**src/rtl/muldiv_unit.sv**
```systemverilog
// Iterative RV32M multiply/divide unit for the execute stage.
// Fixed 33-cycle latency: shift-add multiply, restoring divide.
package riscv_pkg;
  localparam int XLEN = 32;
endpackage

module muldiv_unit
  import riscv_pkg::*;
(
  input  logic            clk_i,
  input  logic            rst_i,
  input  logic            start_i,
  input  logic [2:0]      op_i,
  input  logic [XLEN-1:0] rs1_i,
  input  logic [XLEN-1:0] rs2_i,
  input  logic [4:0]      rd_addr_i,
  input  logic            flush_i,
  output logic            busy_o,
  output logic            stall_o,
  output logic            valid_o,
  output logic [XLEN-1:0] result_o,
  output logic [4:0]      rd_addr_o
);

  typedef enum logic {IDLE, CALC} state_e;

  state_e state_q, state_d;

  logic [4:0]        cnt_q;
  logic [2:0]        op_q;
  logic [4:0]        rd_q;
  logic              neg_q;
  logic [XLEN-1:0]   b_q;
  logic [2*XLEN-1:0] acc_q, acc_d;
  logic              valid_q;
  logic [XLEN-1:0]   res_q, res_d;

  logic              idle, accept, done;
  logic              sgn_a, sgn_b, a_neg, b_neg, neg_d;
  logic [XLEN-1:0]   a_mag, b_mag;
  logic [XLEN:0]     mul_sum, div_t, div_r;
  logic              div_ge;
  logic [2*XLEN-1:0] prod;
  logic [XLEN-1:0]   quo, rem;

  always_ff @(posedge clk_i or posedge rst_i) begin
    if (rst_i) state_q <= IDLE;
    else       state_q <= state_d;
  end

  always_comb begin
    state_d = state_q;
    unique case (state_q)
      IDLE: if (start_i && !flush_i) state_d = CALC;
      CALC: if (flush_i || cnt_q == 5'd31) state_d = IDLE;
      default: state_d = IDLE;
    endcase
  end

  always_comb begin
    idle    = (state_q == IDLE);
    busy_o  = (state_q == CALC);
    stall_o = (start_i && idle) || busy_o;
    accept  = idle && start_i && !flush_i;
    done    = busy_o && !flush_i && cnt_q == 5'd31;
  end

  // Operand signedness follows funct3: op[2] selects divide, op[0]/op[1] unsigned.
  always_comb begin
    sgn_a = op_i[2] ? !op_i[0] : (op_i[1:0] != 2'b11);
    sgn_b = op_i[2] ? !op_i[0] : !op_i[1];
    a_neg = sgn_a && rs1_i[XLEN-1];
    b_neg = sgn_b && rs2_i[XLEN-1];
    a_mag = a_neg ? -rs1_i : rs1_i;
    b_mag = b_neg ? -rs2_i : rs2_i;
    unique case (1'b1)
      !op_i[2]:            neg_d = a_neg ^ b_neg;
      op_i[2:1] == 2'b10:  neg_d = (a_neg ^ b_neg) && (|rs2_i);
      op_i[2:1] == 2'b11:  neg_d = a_neg;
      default:             neg_d = 1'b0;
    endcase
  end

  always_comb begin
    mul_sum = {1'b0, acc_q[2*XLEN-1:XLEN]}
            + (acc_q[0] ? {1'b0, b_q} : '0);
    div_t   = {acc_q[2*XLEN-1:XLEN], acc_q[XLEN-1]};
    div_ge  = (div_t >= {1'b0, b_q});
    div_r   = div_ge ? div_t - {1'b0, b_q} : div_t;
    if (op_q[2])
      acc_d = {div_r[XLEN-1:0], acc_q[XLEN-2:0], div_ge};
    else
      acc_d = {mul_sum, acc_q[XLEN-1:1]};
  end

  always_comb begin
    prod = neg_q ? -acc_d : acc_d;
    quo  = acc_d[XLEN-1:0];
    rem  = acc_d[2*XLEN-1:XLEN];
    unique case (1'b1)
      op_q == 3'b000:                 res_d = prod[XLEN-1:0];
      !op_q[2] && (|op_q[1:0]):       res_d = prod[2*XLEN-1:XLEN];
      op_q[2:1] == 2'b10:             res_d = neg_q ? -quo : quo;
      op_q[2:1] == 2'b11:             res_d = neg_q ? -rem : rem;
      default:                        res_d = '0;
    endcase
  end

  always_ff @(posedge clk_i or posedge rst_i) begin
    if (rst_i) begin
      cnt_q   <= '0;
      op_q    <= '0;
      rd_q    <= '0;
      neg_q   <= 1'b0;
      b_q     <= '0;
      acc_q   <= '0;
      valid_q <= 1'b0;
      res_q   <= '0;
    end else begin
      valid_q <= done;
      if (done) res_q <= res_d;
      if (accept) begin
        cnt_q <= '0;
        op_q  <= op_i;
        rd_q  <= rd_addr_i;
        neg_q <= neg_d;
        b_q   <= op_i[2] ? b_mag : a_mag;
        acc_q <= {{XLEN{1'b0}}, op_i[2] ? a_mag : b_mag};
      end else if (busy_o && !flush_i) begin
        cnt_q <= cnt_q + 5'd1;
        acc_q <= acc_d;
      end
    end
  end

  assign valid_o   = valid_q;
  assign result_o  = res_q;
  assign rd_addr_o = rd_q;

endmodule

```
**config.mk**
```make
export PLATFORM = sky130hd
export DESIGN_NAME = muldiv_unit
export DESIGN_NICKNAME = d
export VERILOG_FILES = /design/src/rtl/muldiv_unit.sv
export SDC_FILE = /design/constraint.sdc
export NUM_CORES = 1
export LEC_CHECK = 0
export ABC_AREA = 1
export CORE_MARGIN = 1
export CORE_UTILIZATION = 40
export CTS_BUF_LIST = sky130_fd_sc_hd__clkbuf_2 sky130_fd_sc_hd__clkbuf_4 sky130_fd_sc_hd__clkbuf_8
export CTS_CLUSTER_DIAMETER = 30
export DETAILED_ROUTE_END_ITERATION = 8
export GPL_TIMING_DRIVEN = 1
export PLACE_DENSITY_LB_ADDON = 0.15
export SLEW_MARGIN = 20
export SYNTH_ARGS = -nofsm -noshare
export SYNTH_HDL_FRONTEND = slang
export SYNTH_SLANG_ARGS = --single-unit
export TNS_END_PERCENT = 50
```
**constraint.sdc**
```tcl
create_clock -name clk_i -period 7.1 [get_ports clk_i]
set_input_delay 1.42 -clock clk_i [delete_from_list [all_inputs] [get_ports clk_i]]
set_output_delay 1.42 -clock clk_i [all_outputs]
set_load 0.005 [all_outputs]
```
==> flow_summary.json <==
{
  "grt_pass1_vias": 18300,
  "num_rows": 74,
  "cts.sinks": 144,
  "met1_usage": 0.491,
  "grt_pass1_wl_um": 114000,
  "ys_async_sr_fraction": 1.00,
  "cts_buffers": 17,
  "status": "complete, but fails checks",
  "nFillCells": 4427,
  "synth_area_mm2": 0.0167,
  "syn_inst": 2793,
  "fin_nets": 3003,
  "skew_ns": 0.0244,
  "layout-drive-gt1-share": 0.0666,
  "die_area_mm2": 0.0425,
  "use_met3": 0.0618,
  "crit_slowest_cell": "dfrtp_1",
  "root_buffer": "clkbuf_8",
  "die_height_um": 206,
  "syn_nets": 2941,
  "io_buffers": 115,
  "grt_use_met2": 0.570,
  "post-route-period-util": 0.724,
  "syn_area_per_cell_um2": 5.98,
  "grt-ovfl-total": 0,
  "cts-resized-gates": 0,
  "grt_max_degree": 96,
  "setup_viol": 0,
  "cts.clk_slew.worst_paths_ns": 0.11,
  "area_growth_pct": 11.9,
  "max_freq_mhz": 195,
  "cp_max_fo": 34,
  "num_io_pins": 116,
  "synth_ff_type": "dfrtp_1",
  "p_per_area_mw_per_mm2": 406,
  "max_stage_delay_ns": 0.64,
  "max_cap_violations": 0,
  "gp_congestion": 1.07,
  "ctsHoldBuffers": 0,
  "hold_path_class": "register to register",
  "final_common_cell": "nand2_1",
  "arrival_ns": 5.65,
  "drc": 4,
  "drtIter0Drc": 2005,
  "viasPerCell": 5.66,
  "start_util": 0.407,
  "drt_wl_total_um": 76800,
  "vias": 19300,
  "violations": "design-rule violations",
  "cts_tree": "yes",
  "cts_setup_buffers": 0,
  "track_usage": 0.369,
  "hold_viol_final": 0,
  "finalMaxSlewViolations": 0,
  "rsz0062_at_grt": "false",
  "worstPathCellList": "inv_1, ha_1, nand2_1, nor2_1, nand2_1, inv_1, nand3_4, nand3_1, nand2_1, ha_1, nand3_1, nor2_1, nand2_1, nor2_2, nand3_1, nor2_2, nand3_1, or2_1, nor2_4, nor2_2, nand2_1, o21ai_0, o22a_1",
  "coreArea_mm2": 0.0410,
  "crit_type": "register to register",
  "synth.distinct_cells": 58,
  "startpoint_type": "register",
  "dp_hpwl_um": 61500,
  "fin_tns_setup_ns": 0,
  "crit_family": "simple AND/OR/NAND/NOR gates",
  "path_common_cell": "nand2_1",
  "cp_data_required_time_ns": 7.62,
  "synth_edf_count": 0,
  "wl_per_cell_um": 22.6,
  "leakage_nw": 9.76,
  "clk-insertion-delay-late_ns": 0.58,
  "ant_nets": 0,
  "dr.pass1.iters": 8,
  "ys_warn_count": 0,
  "synth-seq-cells": 144,
  "die_w_um": 206,
  "worstMarginPinSlew_ns": 1.10,
  "critical_path.endpoint_type": "register",
  "yosysSeqAreaShare": 0.216,
  "slew_headroom": 0.257,
  "vdd_drop_max_v": 0.000248,
  "cts_buffer_depth": 2,
  "critical_path_buf_inv_count": 2,
  "antenna_found_initial": 2,
  "htree_levels": 4,
  "busiest_layer": "met2",
  "totalPowerFinal_mw": 7.59,
  "finalCriticalPeriod_ns": 5.14,
  "final_cell_mix": "799 x nand2_1, 450 x inv_1, 247 x nand3_1"
}
cell families after synthesis:
family	share of synthesized area
buf+inv	0.131
simple gates	0.396
xor+xnor	0.0488
flops	0.216
compound gates	0.153
fa+ha+maj	0.0549
registers in the layout (all words and copies together), names as in the netlist:
signal     count
acc_q         64
b_q           32
busy_o         1
cnt_q          5
neg_q          1
op_q           3
rd_addr_o      5
result_o      32
valid_o        1
path summary, 6_finish.rpt:
path                       slack, ns         start  depth (start not counted)           end
max                             1.96       b_q[25]                         23   result_o[0]
min reg2reg                     0.48  rd_addr_o[0]                          2  rd_addr_o[0]
max in group asynchronous       4.19         rst_i                          3     acc_q[55]
min in group asynchronous       1.44         rst_i                          2      cnt_q[2]
max reg2reg                     1.96       b_q[25]                         23   result_o[0]
min                             0.48  rd_addr_o[0]                          2  rd_addr_o[0]
report_power, final:
part	total (mW)	leakage (nW)	switching [mW]	internal [mW]
sequential	1.26	1.84	0.257	1.00
clock	0.788	0.215	0.429	0.359
combinational	5.55	7.71	3.97	1.57
total	7.59	9.76	4.66	2.93
routing by layer:
layer / vias to the layer above / wire length, µm
met5: - / 0
met4: 0 / 4160
met3: 160 / 6340
met2: 946 / 33500
met1: 9056 / 32800
li1: 9102 / -
worst min-delay path, delay by kind of cell (launching register included):
| family | cells | cell delay, ns |
|---|---|---|
| flip-flops | 1 | 0.36 |
| AND/OR/NAND/NOR | 2 | 0.10 |
area by class of cell:
| cell class | count | area, µm² | share of cell area |
|---|---|---|---|
| clock inverter | 15 | 201 | 0.0108 |
| sequential | 144 | 3610 | 0.193 |
| multi-input combinational | 2094 | 10900 | 0.585 |
| timing repair buffer | 135 | 1300 | 0.0697 |
| clock buffer | 17 | 234 | 0.0125 |
| tap | 532 | 666 | 0.0356 |
| inverter | 463 | 1740 | 0.0933 |
| antenna | 2 | 5.00 | 0.000268 |
synthesized netlist by cell type, types with 3 or more instances:
cell type,instances,area share
a21oi_1,132,0.040
a31oi_1,11,0.0041
nand2_4,6,0.0040
a21oi_2,3,0.0016
inv_1,451,0.10
nand3_2,21,0.013
clkbuf_1,56,0.013
a21o_1,6,0.0027
a22o_1,10,0.0052
nand2_1,800,0.18
nor2_4,9,0.0061
a22oi_1,21,0.0094
inv_2,10,0.0022
nand3b_1,12,0.0054
o221ai_1,9,0.0047
nand3_1,247,0.074
nand2_2,28,0.010
o31ai_1,5,0.0022
nand4_1,40,0.015
o21ai_1,18,0.0054
nor4_1,4,0.0015
o21a_1,10,0.0045
nor2_2,25,0.0094
buf_2,19,0.0057
nor2_1,231,0.052
buf_1,6,0.0013
o211ai_1,11,0.0049
o21bai_1,6,0.0027
dfrtp_1,144,0.22
o21ai_0,135,0.040
a2bb2oi_1,4,0.0021
ha_1,70,0.052
nor3_2,3,0.0018
and2_1,5,0.0019
buf_6,9,0.0061
xor2_1,58,0.030
o22ai_1,48,0.018
nor3_1,28,0.0084
or2_2,20,0.0075
xnor2_1,35,0.018
stage by stage:
step / worst slack (ns) / std cells / instance area [µm²] / hold slack, ns / util
after floorplan: 1.81 / 2793 / 16700 / 0.443 / -
after global placement: 2.03 / 3368 / 18200 / 0.456 / 0.445
after detailed placement: 2.10 / 3368 / 18200 / 0.462 / 0.445
after CTS: 2.06 / 3400 / 18700 / 0.491 / 0.455
after global routing: 1.54 / 3400 / 18700 / 0.508 / 0.455
final: 1.96 / 3402 / 18700 / 0.485 / 0.455
Power figures use the tool's default switching activity.
